`src/rtl/modulo_controlador_varredura_display_if.sv`:
```
// Handshake and display bus of the 4-digit scan controller.
// The master drives the image and control; the slave (controller) drives the display.
interface modulo_controlador_varredura_display_if;
  logic        ENABLE;
  logic        LOAD;
  logic [15:0] DATA;
  logic [3:0]  DP_IN;
  logic [3:0]  D7SEG;
  logic [3:0]  DIG_N;
  logic        DP_N;
  logic        READY;
  logic        FRAME;

  modport master (
    output ENABLE, LOAD, DATA, DP_IN,
    input  D7SEG, DIG_N, DP_N, READY, FRAME
  );

  modport slave (
    input  ENABLE, LOAD, DATA, DP_IN,
    output D7SEG, DIG_N, DP_N, READY, FRAME
  );
endinterface

```
`src/rtl/modulo_controlador_varredura_display.sv`:
```
// Time-multiplexed scan controller for a 4-digit common-anode display with
// per-slot blanking and frame-synchronous commit of new images.
module modulo_controlador_varredura_display #(
  parameter int unsigned DIV   = 50000,
  parameter int unsigned BLANK = 500
) (
  input logic                                 CLK,
  input logic                                 RST,
  modulo_controlador_varredura_display_if.slave bus
);

  localparam int unsigned   CW         = (DIV > 1) ? $clog2(DIV) : 1;
  localparam logic [CW-1:0] CNT_LAST   = CW'(DIV - 1);
  localparam logic [CW-1:0] BLANK_LAST = CW'(BLANK - 1);

  typedef enum logic [1:0] {
    ST_IDLE,
    ST_BLANK,
    ST_SHOW
  } state_t;

  state_t      state_q, state_d;
  logic [1:0]  slot_q, slot_d;
  logic [CW-1:0] cnt_q, cnt_d;
  logic [15:0] disp_q, disp_d;
  logic [3:0]  dp_q, dp_d;
  logic [15:0] shadow_q, shadow_d;
  logic [3:0]  shadow_dp_q, shadow_dp_d;
  logic        pending_q, pending_d;

  logic [3:0]  dig_n_q, dig_n_d;
  logic [3:0]  seg_q, seg_d;
  logic        dp_n_q, dp_n_d;
  logic        ready_q, ready_d;
  logic        frame_q, frame_d;

  logic        commit;
  logic        accept;
  logic [3:0]  cur_digit;

  always_comb begin
    state_d     = state_q;
    slot_d      = slot_q;
    cnt_d       = cnt_q;
    disp_d      = disp_q;
    dp_d        = dp_q;
    shadow_d    = shadow_q;
    shadow_dp_d = shadow_dp_q;
    pending_d   = pending_q;
    frame_d     = 1'b0;
    commit      = 1'b0;
    accept      = bus.LOAD & ~pending_q;

    unique case (state_q)
      ST_IDLE: begin
        commit = pending_q;
        if (bus.ENABLE) begin
          state_d = ST_BLANK;
          slot_d  = 2'd0;
          cnt_d   = '0;
        end
      end
      ST_BLANK: begin
        if (!bus.ENABLE) begin
          state_d = ST_IDLE;
          slot_d  = 2'd0;
          cnt_d   = '0;
        end else begin
          cnt_d = cnt_q + CW'(1);
          if (cnt_q == BLANK_LAST) state_d = ST_SHOW;
        end
      end
      ST_SHOW: begin
        if (!bus.ENABLE) begin
          state_d = ST_IDLE;
          slot_d  = 2'd0;
          cnt_d   = '0;
        end else if (cnt_q == CNT_LAST) begin
          state_d = ST_BLANK;
          cnt_d   = '0;
          slot_d  = slot_q + 2'd1;
          if (slot_q == 2'd3) begin
            frame_d = 1'b1;
            commit  = pending_q;
          end
        end else begin
          cnt_d = cnt_q + CW'(1);
        end
      end
      default: begin
        state_d = ST_IDLE;
        slot_d  = 2'd0;
        cnt_d   = '0;
      end
    endcase

    // Commit sees the old pending flag, so a load on a boundary waits one more frame.
    if (commit) begin
      disp_d    = shadow_q;
      dp_d      = shadow_dp_q;
      pending_d = 1'b0;
    end
    if (accept) begin
      shadow_d    = bus.DATA;
      shadow_dp_d = bus.DP_IN;
      pending_d   = 1'b1;
    end

    // Outputs are derived from next-state values so the registers line up with the state.
    cur_digit = disp_d[{slot_d, 2'b00} +: 4];
    dig_n_d   = 4'b1111;
    seg_d     = 4'h0;
    dp_n_d    = 1'b1;
    unique case (state_d)
      ST_BLANK: seg_d = cur_digit;
      ST_SHOW: begin
        seg_d   = cur_digit;
        dig_n_d = ~(4'b0001 << slot_d);
        dp_n_d  = ~dp_d[slot_d];
      end
      default: ;
    endcase
    ready_d = ~pending_d;
  end

  always_ff @(posedge CLK) begin
    if (RST) begin
      state_q     <= ST_IDLE;
      slot_q      <= 2'd0;
      cnt_q       <= '0;
      disp_q      <= '0;
      dp_q        <= '0;
      shadow_q    <= '0;
      shadow_dp_q <= '0;
      pending_q   <= 1'b0;
      dig_n_q     <= 4'b1111;
      seg_q       <= 4'h0;
      dp_n_q      <= 1'b1;
      ready_q     <= 1'b1;
      frame_q     <= 1'b0;
    end else begin
      state_q     <= state_d;
      slot_q      <= slot_d;
      cnt_q       <= cnt_d;
      disp_q      <= disp_d;
      dp_q        <= dp_d;
      shadow_q    <= shadow_d;
      shadow_dp_q <= shadow_dp_d;
      pending_q   <= pending_d;
      dig_n_q     <= dig_n_d;
      seg_q       <= seg_d;
      dp_n_q      <= dp_n_d;
      ready_q     <= ready_d;
      frame_q     <= frame_d;
    end
  end

  assign bus.DIG_N = dig_n_q;
  assign bus.D7SEG = seg_q;
  assign bus.DP_N  = dp_n_q;
  assign bus.READY = ready_q;
  assign bus.FRAME = frame_q;

endmodule
```
`src/flat_wrapper.sv`:
```
// flat-port wrapper written by rule: the top's interface ports become plain ports
module modulo_controlador_varredura_display_flat 
#(
  parameter int unsigned DIV   = 50000,
  parameter int unsigned BLANK = 500
)
  (CLK, RST, bus_ENABLE, bus_LOAD, bus_DATA, bus_DP_IN, bus_D7SEG, bus_DIG_N, bus_DP_N, bus_READY, bus_FRAME);
  modulo_controlador_varredura_display_if bus_i ();
  input logic CLK;
  input logic RST;
  input wire logic [$bits(bus_i.ENABLE)-1:0] bus_ENABLE;
  input wire logic [$bits(bus_i.LOAD)-1:0] bus_LOAD;
  input wire logic [$bits(bus_i.DATA)-1:0] bus_DATA;
  input wire logic [$bits(bus_i.DP_IN)-1:0] bus_DP_IN;
  output wire logic [$bits(bus_i.D7SEG)-1:0] bus_D7SEG;
  output wire logic [$bits(bus_i.DIG_N)-1:0] bus_DIG_N;
  output wire logic [$bits(bus_i.DP_N)-1:0] bus_DP_N;
  output wire logic [$bits(bus_i.READY)-1:0] bus_READY;
  output wire logic [$bits(bus_i.FRAME)-1:0] bus_FRAME;
  assign bus_i.ENABLE = bus_ENABLE;
  assign bus_i.LOAD = bus_LOAD;
  assign bus_i.DATA = bus_DATA;
  assign bus_i.DP_IN = bus_DP_IN;
  assign bus_D7SEG = bus_i.D7SEG;
  assign bus_DIG_N = bus_i.DIG_N;
  assign bus_DP_N = bus_i.DP_N;
  assign bus_READY = bus_i.READY;
  assign bus_FRAME = bus_i.FRAME;
  modulo_controlador_varredura_display #(.DIV(DIV), .BLANK(BLANK)) u_core (.CLK(CLK), .RST(RST), .bus(bus_i));
endmodule
```
`config.mk`:
```
export PLATFORM = sky130hd
export DESIGN_NAME = modulo_controlador_varredura_display_flat
export DESIGN_NICKNAME = d
export VERILOG_FILES = /design/src/rtl/modulo_controlador_varredura_display_if.sv /design/src/rtl/modulo_controlador_varredura_display.sv /design/src/flat_wrapper.sv
export SDC_FILE = /design/constraint.sdc
export NUM_CORES = 1
export LEC_CHECK = 0
export CORE_ASPECT_RATIO = 1.2
export CORE_UTILIZATION = 30
export DETAILED_ROUTE_END_ITERATION = 8
export GPL_ROUTABILITY_DRIVEN = 0
export PLACE_DENSITY_LB_ADDON = 0.25
export SETUP_SLACK_MARGIN = 0.5
export SLEW_MARGIN = 15
export SYNTH_ARGS = -nofsm -noshare
export SYNTH_HDL_FRONTEND = slang
export SYNTH_SLANG_ARGS = --single-unit
```
`constraint.sdc`:
```
create_clock -name CLK -period 2.8 [get_ports CLK]
set_clock_uncertainty 0.1 [all_clocks]
set_input_delay 0.28 -clock CLK [delete_from_list [all_inputs] [get_ports CLK]]
set_output_delay 0.28 -clock CLK [all_outputs]
set_load 0.01 [all_outputs]
```
==> results.cfg, run 1 <==
[drt]
wirelength_um = 7720
drt_iter0_drc = 60
vias_per_cell = 4.82
drc = 0
avgRoutedWirePerCell_um = 14.2
dr.pass1.iters = 4
ant_nets = 0
vias = 2615

[setup_path]
end_kind = register
worst_path_max_delay_cell = or4_4
max_stage_delay_ns = 0.62
required_ns = 2.92
critPathKind = register to register
cp-start-kind = register
path_cells = or4bb_1 -> or4_4 -> o21ai_4 -> buf_6 -> buf_12 -> buf_16 -> mux2i_4 -> mux2_2 -> o22ai_1
crit_path_max_fanout = 5
critical_path_arrival_ns = 2.86
r2r_slack_ns = 0.05

[status]
status = finished clean

[cells_and_area]
drive_gt1_share_pct = 28.4
area_growth_pct = 49.0
final_cells = 542
num_antenna_cells = 0
nFillCells = 943
nets = 442
fin_util_pct = 46.1

[clock_tree]
clock_latency_ns = 0.33
htreeDepth = 3
cts.sinks = 72
clockBufferDepth = 2
cts_tree = yes
clk_pin_slew_worst_paths_ns = 0.06
root_buffer = clkbuf_16
cts_buffers = 9

[timing]
setup_slack_ns = 0.0549
maxSlewHeadroom_pct = 47.1
hold_viol = 0
drv_slew = 0
fin_crit_ns = 2.75
holdWs_ns = 0.280
min_period_over_period_pct = 98.0
setup_viol = 0
rsz0062_at_grt = yes
max_freq_mhz = 364
worst_pin_slew_ns = 0.794

[synthesis]
synth_top_cell_by_area = dfxtp_1
yosys.area.top_type_share_pct = 46.5
syn_nets = 380
postSynthAreaPerCell_sq_um = 8.87
synth_most_common_cell = dfxtp_1
synth_area_leaders = dfxtp_1 (47%), mux2i_1 (7.1%), nand2_1 (6.3%)
ys_seq_area_share_pct = 46.5
synth_cell_types = 48
syn_inst = 349
ys_ff_latch = 72
async_reset_ff_share_pct = 0
ys_warn_count = 0
synth-edff-count = 0
synth_ff_type = dfxtp_1
post_synth_most_frequent_cells = dfxtp_1 (72), nand2_1 (52), nor2_1 (50)
synthesis.area_sq_mm = 0.00310

[grt]
gr-usage-met1_pct = 17.6
grt_first_pass_wirelength_um = 12400
grt_pass1_vias = 2523
grtUsageMet3_pct = 2.62
grt_max_degree = 37
grt.total_usage_pct = 15.2
antenna_found_initial = 0
grt_overflow = 0
busiest_layer = met2
grt.met2_usage_pct = 25.8

[floorplanning]
die-width_um = 94.7
die-area_sq_mm = 0.0107
row_count = 40
fp.coreArea_sq_mm = 0.0100
start_util_pct = 30.9
die_y_um = 113
io-pin-count = 35

[placement]
io_buffers = 34
post-place-cells = 511
hpwl_um = 5010
post-place-ws_ns = 0.0349

[power]
peakVddDrop_uv = 218
leakage_nw = 1.63
power_density_mw_per_mm2 = 556

[flow_run]
max_cap_violations = 0

[worst_hold_path]
hp-class = input port to register
[sequential cells by signal (all words and copies together), names as in the netlist]
name,cells
u_core.bus.READY,1
u_core.cnt_q,16
u_core.bus.DIG_N,4
u_core.slot_q,2
u_core.pending_q,1
u_core.bus.FRAME,1
u_core.shadow_q,16
u_core.shadow_dp_q,4
u_core.bus.D7SEG,4
u_core.disp_q,16
u_core.bus.DP_N,1
u_core.dp_q,4
u_core.state_q,2
[path summary, 6_finish.rpt]
check	startpoint	endpoint	depth (start not counted)
max reg2reg	u_core.cnt_q[5]	u_core.bus.D7SEG[3]	9
min	RST	u_core.cnt_q[1]	2
min reg2reg	u_core.shadow_q[1]	u_core.shadow_q[1]	2
max	u_core.cnt_q[5]	u_core.bus.D7SEG[3]	9
[cell type report]
class                           count  area, sq um  share of cell area [%]
Sequential cell                    72         1450                    31.4
Clock buffer                        9          225                    4.88
Timing Repair Buffer               70          727                    15.8
Multi-Input combinational cell    253         1940                    42.1
Clock inverter                      7         96.3                    2.09
Inverter                            5         18.8                   0.407
Tap cell                          126          158                    3.42
[per-layer routing]
layer  vias to the layer above  share of wire (%)  wire length [um]
met4                         0                2.1               159
li1                       1340                  -                 -
met2                        34                 54              4130
met1                      1228                 42              3220
met3                        13                2.7               212
met5                         -                  0                 0
[what timing repair did]
| action | in CTS | in global routing |
|---|---|---|
| cloned | 3 | 1 |
| setup buffers | 7 | 4 |
| gates resized for setup | 33 | 42 |
| hold buffers | 0 | 0 |
| setup endpoints to repair | 39 | 45 |
| pin swaps | 6 | 10 |
[stage by stage]
| step | power [mW] | area, sq um | setup TNS [ns] |
|---|---|---|---|
| CTS | 2.56 | 4360 | 0 |
| finish | 2.56 | 4610 | 0 |
| floorplan | 1.20 | 3170 | 0 |
| global placement | 1.27 | 3730 | 0 |
| global route | 2.67 | 4610 | -0.0807 |
| detailed placement | 1.27 | 3730 | 0 |
[cells in the final DEF (no fill, tap or decap), types with 7 or more instances in the layout]
cell type	count
a21oi_1	30
buf_4	22
buf_6	7
clkbuf_16	9
clkdlybuf4s50_1	33
dfxtp_1	67
mux2i_4	18
nand2_1	52
nand3_1	7
nor2_1	47
[worst max-delay path, delay by kind of cell, from the launching register on]
family	cells	cell delay (ns)
mux	2	0.43
compound gates	2	0.28
simple gates	2	1.11
flops	1	0.33
buf+inv	3	0.39
[where the power goes]
group          switching [mW]  leakage (nW)  total [mW]  internal [mW]
registers              0.0260         0.587        1.08           1.05
clock network           0.442         0.159        1.22          0.780
logic                   0.123         0.882       0.263          0.140
[kinds of logic after synthesis]
family	share of synthesized area, %
compound gates	12.4
xor+xnor	2.83
fa+ha+maj	2.83
buf+inv	3.76
flops	46.5
mux	10.0
simple gates	21.6
(Power assumes the default switching activity.)
==> run 2: changes to the inputs <==
--- a/config.mk
+++ b/config.mk
@@ -8,10 +8,11 @@
 export CORE_ASPECT_RATIO = 1.2
 export CORE_UTILIZATION = 30
 export DETAILED_ROUTE_END_ITERATION = 8
+export DONT_BUFFER_PORTS = 1
 export GPL_ROUTABILITY_DRIVEN = 0
 export PLACE_DENSITY_LB_ADDON = 0.25
 export SETUP_SLACK_MARGIN = 0.5
-export SLEW_MARGIN = 15
+export SLEW_MARGIN = 20
 export SYNTH_ARGS = -nofsm -noshare
 export SYNTH_HDL_FRONTEND = slang
 export SYNTH_SLANG_ARGS = --single-unit
==> results.cfg, run 2 (same netlist as run 1, synthesis figures left out) <==
[setup_path]
cp_common_cell = or4_4
critical_path_arrival_ns = 2.93
path_cells = or4_4 -> or4_4 -> a31o_4 -> o21ai_2 -> a21o_1 -> ha_4 -> nor2_4 -> nand3_4 -> o22ai_1
crit_path_max_fanout = 4
required_ns = 2.96
critPathKind = register to register
worst_path_max_delay_cell = or4_4
max_stage_delay_ns = 0.56
end_kind = register
cp-start-kind = register

[timing]
maxSlewHeadroom_pct = 48.7
max_freq_mhz = 360
setup_viol = 0
finalSetupTns_ns = 0
hold_viol = 0
setup_slack_ns = 0.0257
min_period_over_period_pct = 99.1
worst_pin_slew_ns = 0.769
rsz0062_at_grt = yes
drv_slew = 0
holdWs_ns = 0.00582
fin_crit_ns = 2.77

[floorplanning]
die_y_um = 113
start_util_pct = 30.9
die-area_sq_mm = 0.0107
die-width_um = 94.7
io-pin-count = 35
fp.coreArea_sq_mm = 0.0100
row_count = 40

[cells_and_area]
final_cell_mix = dfxtp_1 (69), nand2_1 (51), nor2_1 (49)
drive_gt1_share_pct = 27.8
fin_util_pct = 43.8
final_cells = 521
num_antenna_cells = 0
area_growth_pct = 41.5
final_common_cell = dfxtp_1
final_area_sq_mm = 0.00438
nFillCells = 972
nets = 422
top_regs = u_core.cnt_q: 16 flops, u_core.disp_q: 16 flops, u_core.shadow_q: 16 flops

[power]
power_density_mw_per_mm2 = 551
power_mw = 2.41
peakVddDrop_uv = 227
leakage_nw = 1.50

[drt]
avgRoutedWirePerCell_um = 14.7
drt_iter0_drc = 110
vias = 2553
dr.pass1.iters = 5
drc = 0
ant_nets = 0
wirelength_um = 7640
vias_per_cell = 4.90

[grt]
grt.total_usage_pct = 15.0
grt_pass1_vias = 2518
grt.met2_usage_pct = 26.1
grt_max_degree = 55
grt_overflow = 0
grtUsageMet3_pct = 5.17
gr-usage-met1_pct = 16.1
antenna_found_initial = 0
grt_first_pass_wirelength_um = 12000
busiest_layer = met2

[clock_tree]
cts.sinks = 72
htreeDepth = 3
cts_tree = yes
clock_latency_ns = 0.33
clk_pin_slew_worst_paths_ns = 0.05
cts_buffers = 9
clockBufferDepth = 2
root_buffer = clkbuf_16

[placement]
post-place-cells = 475
io_buffers = 0
post-place-ws_ns = -0.00281
hpwl_um = 4940
post_dp_cell_area_sq_mm = 0.00338

[worst_hold_path]
hp-class = input port to register

[status]
status = finished clean

[flow_run]
max_cap_violations = 0
[run 2: cell count changes in the layout (fill, tap and decap cells not counted), moves of 3 or more]
cell             change
buf_6                -4
buf_4                +3
clkdlybuf4s50_1     -33
clkbuf_1             +3
dlygate4sd3_1       +16
dfxtp_2              -3
[run 2: power by group]
group / switching (mW) / internal [mW] / leakage [nW] / total [mW]
sequential: 0.0271 / 1.05 / 0.587 / 1.08
combinational: 0.117 / 0.126 / 0.781 / 0.243
clock: 0.407 / 0.685 / 0.137 / 1.09
[run 2: layout make-up]
class	count	area, sq um	area share [%]
Multi-Input combinational cell	254	1970	44.9
Sequential cell	72	1450	33.0
Timing Repair Buffer	49	509	11.6
Clock buffer	12	236	5.40
Tap cell	126	158	3.60
Clock inverter	3	43.8	0.999
Inverter	5	18.8	0.428
[run 2: repair_timing]
item	4_1_cts	5_1_grt
setup endpoints to repair	40	46
hold buffers	17	0
pin swaps	1	13
gates resized for setup	23	50
gates cloned	2	3
endpoints found under the hold margin	54	0
buffers inserted	5	4
[run 2: per-layer routing]
metal	part of all wire, %	vias up
met5	0	-
met3	3.6	15
met1	41	1198
met2	53	38
li1	-	1302
met4	2.3	0
[run 2: final timing paths]
| path | from | to | slack, ns | cells after the start |
|---|---|---|---|---|
| worst max register to register | u_core.cnt_q[12] | u_core.bus.D7SEG[0] | 0.03 | 9 |
| worst min-delay path | bus_DATA[9] | u_core.shadow_q[9] | 0.006 | 2 |
| worst max-delay path | u_core.cnt_q[12] | u_core.bus.D7SEG[0] | 0.03 | 9 |
| worst min register to register | u_core.shadow_q[9] | u_core.shadow_q[9] | 0.37 | 2 |
[run 2: worst max-delay path, delay by kind of cell (launching register included)]
family	cells	cell delay, ns
flops	1	0.31
compound gates	4	0.72
simple gates	4	1.37
fa+ha+maj	1	0.22
==> run 3: changes to the inputs <==
--- a/config.mk
+++ b/config.mk
@@ -5,6 +5,7 @@
 export SDC_FILE = /design/constraint.sdc
 export NUM_CORES = 1
 export LEC_CHECK = 0
+export CAP_MARGIN = 5
 export CORE_ASPECT_RATIO = 1.2
 export CORE_UTILIZATION = 30
 export DETAILED_ROUTE_END_ITERATION = 8
==> results of run 3 <==
Final layout, timing and power as in run 2 (identical DEF).
==> RTL edit 1: new RTL, flow settings as in run 2 <==
`DIV` is set to 50000 in 2 places; all go to 100000.
--- a/src/rtl/modulo_controlador_varredura_display.sv
+++ b/src/rtl/modulo_controlador_varredura_display.sv
@@ -1,7 +1,7 @@
 // Time-multiplexed scan controller for a 4-digit common-anode display with
 // per-slot blanking and frame-synchronous commit of new images.
 module modulo_controlador_varredura_display #(
-  parameter int unsigned DIV   = 50000,
+  parameter int unsigned DIV   = 100000,
   parameter int unsigned BLANK = 500
 ) (
   input logic                                 CLK,
--- a/src/flat_wrapper.sv
+++ b/src/flat_wrapper.sv
@@ -1,7 +1,7 @@
 // flat-port wrapper written by rule: the top's interface ports become plain ports
 module modulo_controlador_varredura_display_flat 
 #(
-  parameter int unsigned DIV   = 50000,
+  parameter int unsigned DIV   = 100000,
   parameter int unsigned BLANK = 500
 )
   (CLK, RST, bus_ENABLE, bus_LOAD, bus_DATA, bus_DP_IN, bus_D7SEG, bus_DIG_N, bus_DP_N, bus_READY, bus_FRAME);
Behaviour: same outputs for any inputs over 10 cycles, from zero or initial values and one cycle with RST high; that may be too few to reach the edited logic, so the function may still have changed.
==> RTL edit 1 against run 2 <==
- via count grew 36%
- synthesized area increased by 19%
- total power increased by 8.5%
- design area grew 8.0%
- sequential cell count grew 1
- global-route usage grew 2.2 points
- critical path type unchanged
- final cell count is 22% higher
- wire length up 36%
- setup slack better by 450 ps
==> RTL edit 1: results (changes against run 2) <==
Final layout
  – FF+latch area: 1480 um^2 (+2.3%)
  – Final #Nets: 506 (+20%)
  – Data buffer area share: 0.106 (-0.00990)
  – Registers with the most flip-flops: u_core.cnt_q x17, u_core.disp_q x16, u_core.shadow_q x16
  – Number of clock buffers in the layout: 11 (-1)
  – Buffers excl. clock: 55 (+12%)
  – Area of the multi-input gates: 2190 um^2 (+11%)
  – #MultiIn Comb: 331 (+30%)
  – Fin area: 4730 um^2 (+8.0%)
  – Proportion of layout cells with a drive suffix above 1: 0.192 (-0.0868)
  – Fillers: 1,164 (+20%)
  – Clk tree area frac: 0.0730 (+0.00903)
  – ANT cells: 0 (unchanged)
  – Non-CTS inverters: 5 (unchanged)

Global route
  – First-pass GRT wire length: 16,900 um (+41%)
  – Total GRT Usage: 0.172 (+0.0220)
  – Met2 usage in global routing: 0.300 (+0.0382)
  – Largest net degree at the start of global routing: 66 (+20%)
  – Met3 global-route usage: 0.0379 (-0.0139)
  – Met1 Resource Use GR: 0.197 (+0.0361)
  – Vias in the first global route: 3,411 (+35%)
  – Initial antenna violation count: 0 (unchanged)

Setup path
  – R2R Setup Slk: 480 ps (+450 ps)
  – Crit-path max FO: 5 (+1)
  – Worst R2R Path Depth: 8 (-1)
  – Worst Setup Start Kind: flip-flop
  – Arr. time, crit path: 2500 ps (-430 ps)
  – R2r startpoint: u_core.cnt_q[12]

Outcome
  – Outcome: complete, no violations

Logic synthesis
  – Post-synthesis cell type count: 52 (+8.3%)
  – Syn nets: 476 (+25%)
  – Mapped cell area: 3680 um^2 (+19%)
  – Synthesis warning total: 0 (unchanged)
  – Sequential share of the synthesized area: 0.397 (-0.0686)
  – Top cells by area, synth: dfxtp_1 40%, a21oi_1 6.4%, nand2_1 5.5%
  – Synth top cells by count: 73 x dfxtp_1, 54 x nand2_1, 47 x a21oi_1, 33 x nand3_1, 31 x clkbuf_1

Worst hold path
  – Type of the tightest min-delay check: primary input to flip-flop

Placement
  – Placed cell area: 3880 um^2 (+15%)
  – Post-DP HPWL: 6940 um (+40%)

Detailed routing
  – Vias per cell: 5.47 (+12%)
  – Met2 wire length: 5240 um (+29%)
  – Drt wl/cell: 16.4 um (+12%)
  – DR top layer: met4
  – TritonRoute pass-1 iters: 4 (-1)
  – DRT iter0 DRCs: 166 (+51%)
  – Met3 WL: 402 um (+48%)
  – Met1 WL: 4530 um (+45%)

Clock tree
  – CTS H-Tree Depth: 3 (unchanged)
  – CTS Buf Count: 9 (unchanged)
  – Clock sinks: 73 (+1.4%)

Power
  – NetSw: 0.582 mW (+5.7%)
  – Leakage Power: 1.55 nW (+3.0%)
  – Max VDD drop: 0.263 mV (+16%)

Timing
  – Rel. slew slack: 0.508 (+0.0207)
[RTL edit 1: logic make-up after synthesis]
logic type               share of synthesized area
adder cells (fa/ha/maj)                     0.0238
buffers and inverters                       0.0452
AND/OR/NAND/NOR                              0.274
flip-flops                                   0.397
multiplexers                               0.00544
AO/OA/AOI/OAI                                0.254
[RTL edit 1: power groups by stage]
stage | logic, mW | registers (mW) | clock network [mW]
6_report | 0.200 | 1.09 | 1.33
3_5_place_dp | 0.145 | 1.11 | 0
4_1_cts | 0.191 | 1.09 | 1.36
5_1_grt | 0.220 | 1.09 | 1.40
3_3_place_gp | 0.142 | 1.11 | 0
2_1_floorplan | 0.121 | 1.10 | 0
[RTL edit 1: worst min-delay path by stage]
stage                             from               endpoint  slack, ps  depth (start not counted)
after detailed placement           RST        u_core.cnt_q[0]        260                          1
after CTS                          RST    u_core.bus.D7SEG[0]         50                          2
after global routing               RST    u_core.bus.D7SEG[0]         80                          2
after global placement             RST        u_core.cnt_q[0]        260                          1
final                              RST    u_core.bus.D7SEG[1]         80                          2
after floorplan           bus_DP_IN[2]  u_core.shadow_dp_q[2]        320                          2
[RTL edit 1: critical path, cell delays in order (launching register included)]
cell       delay (ps)
dfxtp_4           360
nor4_4            360
and4_4            290
buf_4             140
buf_12            100
a32oi_1            70
a2111oi_1         500
o21ai_0           190
a21oi_2           150
[RTL edit 1: what timing repair did]
action	in CTS	in global routing
resized for setup	18	28
setup buffers	10	6
hold buffers	21	0
endpoints found under the setup margin	11	13
endpoints found under the hold margin	68	0
pin swaps	8	9
[RTL edit 1: stage by stage]
step / hold slack, ps / setup slack, ps / instances
after floorplan: 316 / 488 / 445
after global placement: 260 / 273 / 584
after detailed placement: 260 / 261 / 584
after CTS: 47.6 / 476 / 631
after global routing: 79.6 / 294 / 637
final: 78.3 / 476 / 637
==> RTL edit 2: new RTL, config.mk and constraints of run 2 <==
Without the edit above. Take the reset off `dp_q` and load it in a clocked block of its own.
--- a/src/rtl/modulo_controlador_varredura_display.sv
+++ b/src/rtl/modulo_controlador_varredura_display.sv
@@ -129,7 +129,6 @@
       slot_q      <= 2'd0;
       cnt_q       <= '0;
       disp_q      <= '0;
-      dp_q        <= '0;
       shadow_q    <= '0;
       shadow_dp_q <= '0;
       pending_q   <= 1'b0;
@@ -143,7 +142,6 @@
       slot_q      <= slot_d;
       cnt_q       <= cnt_d;
       disp_q      <= disp_d;
-      dp_q        <= dp_d;
       shadow_q    <= shadow_d;
       shadow_dp_q <= shadow_dp_d;
       pending_q   <= pending_d;
@@ -155,6 +153,10 @@
     end
   end
 
+  always_ff @(posedge CLK) begin
+    dp_q <= dp_d;
+  end
+
   assign bus.DIG_N = dig_n_q;
   assign bus.D7SEG = seg_q;
   assign bus.DP_N  = dp_n_q;
Formal check against the unedited RTL: same outputs for any inputs over 10 cycles, from zero or initial values and one cycle with RST high; that may be too few to reach the edited logic, so the function may still have changed.
==> RTL edit 2 against run 2 <==
- utilization fell by 1.1 points
- setup slack better by 210 ps
- wire length rose by 7.3%
- worst hold slack gained 88 ps
- design area decreased by 0.94%
- sequential cell count did not move
- global-route usage is 0.69 points higher
- total power rose by 4.1%
- synthesized area increased by 3.1%
- synthesized cell count increased by 11%
- non-clock buffer count grew 8
- largest cell class unchanged
- largest power group unchanged
==> RTL edit 2: results (changes against run 2) <==
Power
  – Comb group: 0.190 mW (-22%)
  – Internal power: 1.95 mW (+4.8%)
  – Register share of total power: 0.432 (-0.015)
  – Leakage Power: 1.61 nW (+7.3%)
  – Max VDD drop: 0.293 mV (+29%)

Logic synthesis
  – Adder-Cell Fraction of Synth Area: 0.0274 (-0.000843)
  – Top cells by area, synth: dfxtp_1 45%, nand2_1 11%, a21oi_1 7.5%
  – Post-synthesis mux area share: 0.0459 (-0.0543)
  – Syn nets: 419 (+10%)
  – Sequential share of the synthesized area: 0.452 (-0.0139)

Clock tree
  – CTS Hold Bufs: 22 (+5)
  – Postcts setup bufs: 13 (+8)

Global route
  – First-pass GRT wire length: 13,000 um (+8.1%)
  – Largest net degree at the start of global routing: 51 (-7.3%)

Worst hold path
  – Hold Path End: u_core.bus.DIG_N[1]
  – Hold Path Origin: RST
  – Worst Hold Depth: 3 (+1)

Placement
  – Post-DP HPWL: 5150 um (+4.2%)
  – Placed Instances: 509 (+7.2%)

Outcome
  – Outcome: complete, no violations

Timing
  – Final hold slack: 94.2 ps (+88.4 ps)

Setup path
  – R2r startpoint: u_core.cnt_q[11]
  – R2r endpoint: u_core.bus.D7SEG[1]
  – Arr. time, crit path: 2750 ps (-180 ps)

Final layout
  – Final #Nets: 467 (+11%)
[RTL edit 2: changes by cell type after synthesis, moves of 6 or more]
cell     before  now
nor2_1       50   28
nand2_1      52   95
mux2i_1      22    9
mux2_2        7    1
inv_1         5   12
a21oi_1      33   48
o21ai_0       3   11
[RTL edit 2: critical path, delay by kind of cell, from the launching register on]
family	cells	cell delay, ps
simple gates	5	1340
compound gates	3	470
flops	1	320
fa+ha+maj	1	280
[RTL edit 2: final cells by class]
| class | instances | area [um^2] | area share |
|---|---|---|---|
| repair buffers | 57 | 509 | 0.117 |
| multi-input cells | 284 | 1850 | 0.426 |
| well taps | 126 | 158 | 0.0363 |
| clock buffers | 11 | 243 | 0.0559 |
| clock inverters | 5 | 80.1 | 0.0184 |
| inverters | 12 | 45.0 | 0.0104 |
| flip-flops and latches | 72 | 1460 | 0.335 |
[RTL edit 2: worst max-delay path by stage]
stage	from	end	slack (ps)
2_1_floorplan	u_core.cnt_q[1]	u_core.bus.D7SEG[0]	290
3_3_place_gp	u_core.cnt_q[1]	u_core.bus.D7SEG[0]	150
3_5_place_dp	u_core.cnt_q[0]	u_core.bus.D7SEG[0]	100
4_1_cts	u_core.cnt_q[11]	u_core.bus.D7SEG[1]	270
5_1_grt	u_core.cnt_q[11]	u_core.bus.D7SEG[1]	140
6_report	u_core.cnt_q[11]	u_core.bus.D7SEG[1]	230
[RTL edit 2: per-layer routing]
metal / part of all wire / global-route usage / wire, um / vias up
li1: - / - / - / 1433
met1: 0.41 / 0.173 / 3400 / 1330
met2: 0.52 / 0.266 / 4250 / 44
met3: 0.042 / 0.0549 / 341 / 16
met4: 0.025 / 0.0756 / 202 / 0
met5: 0 / 0 / 0 / -
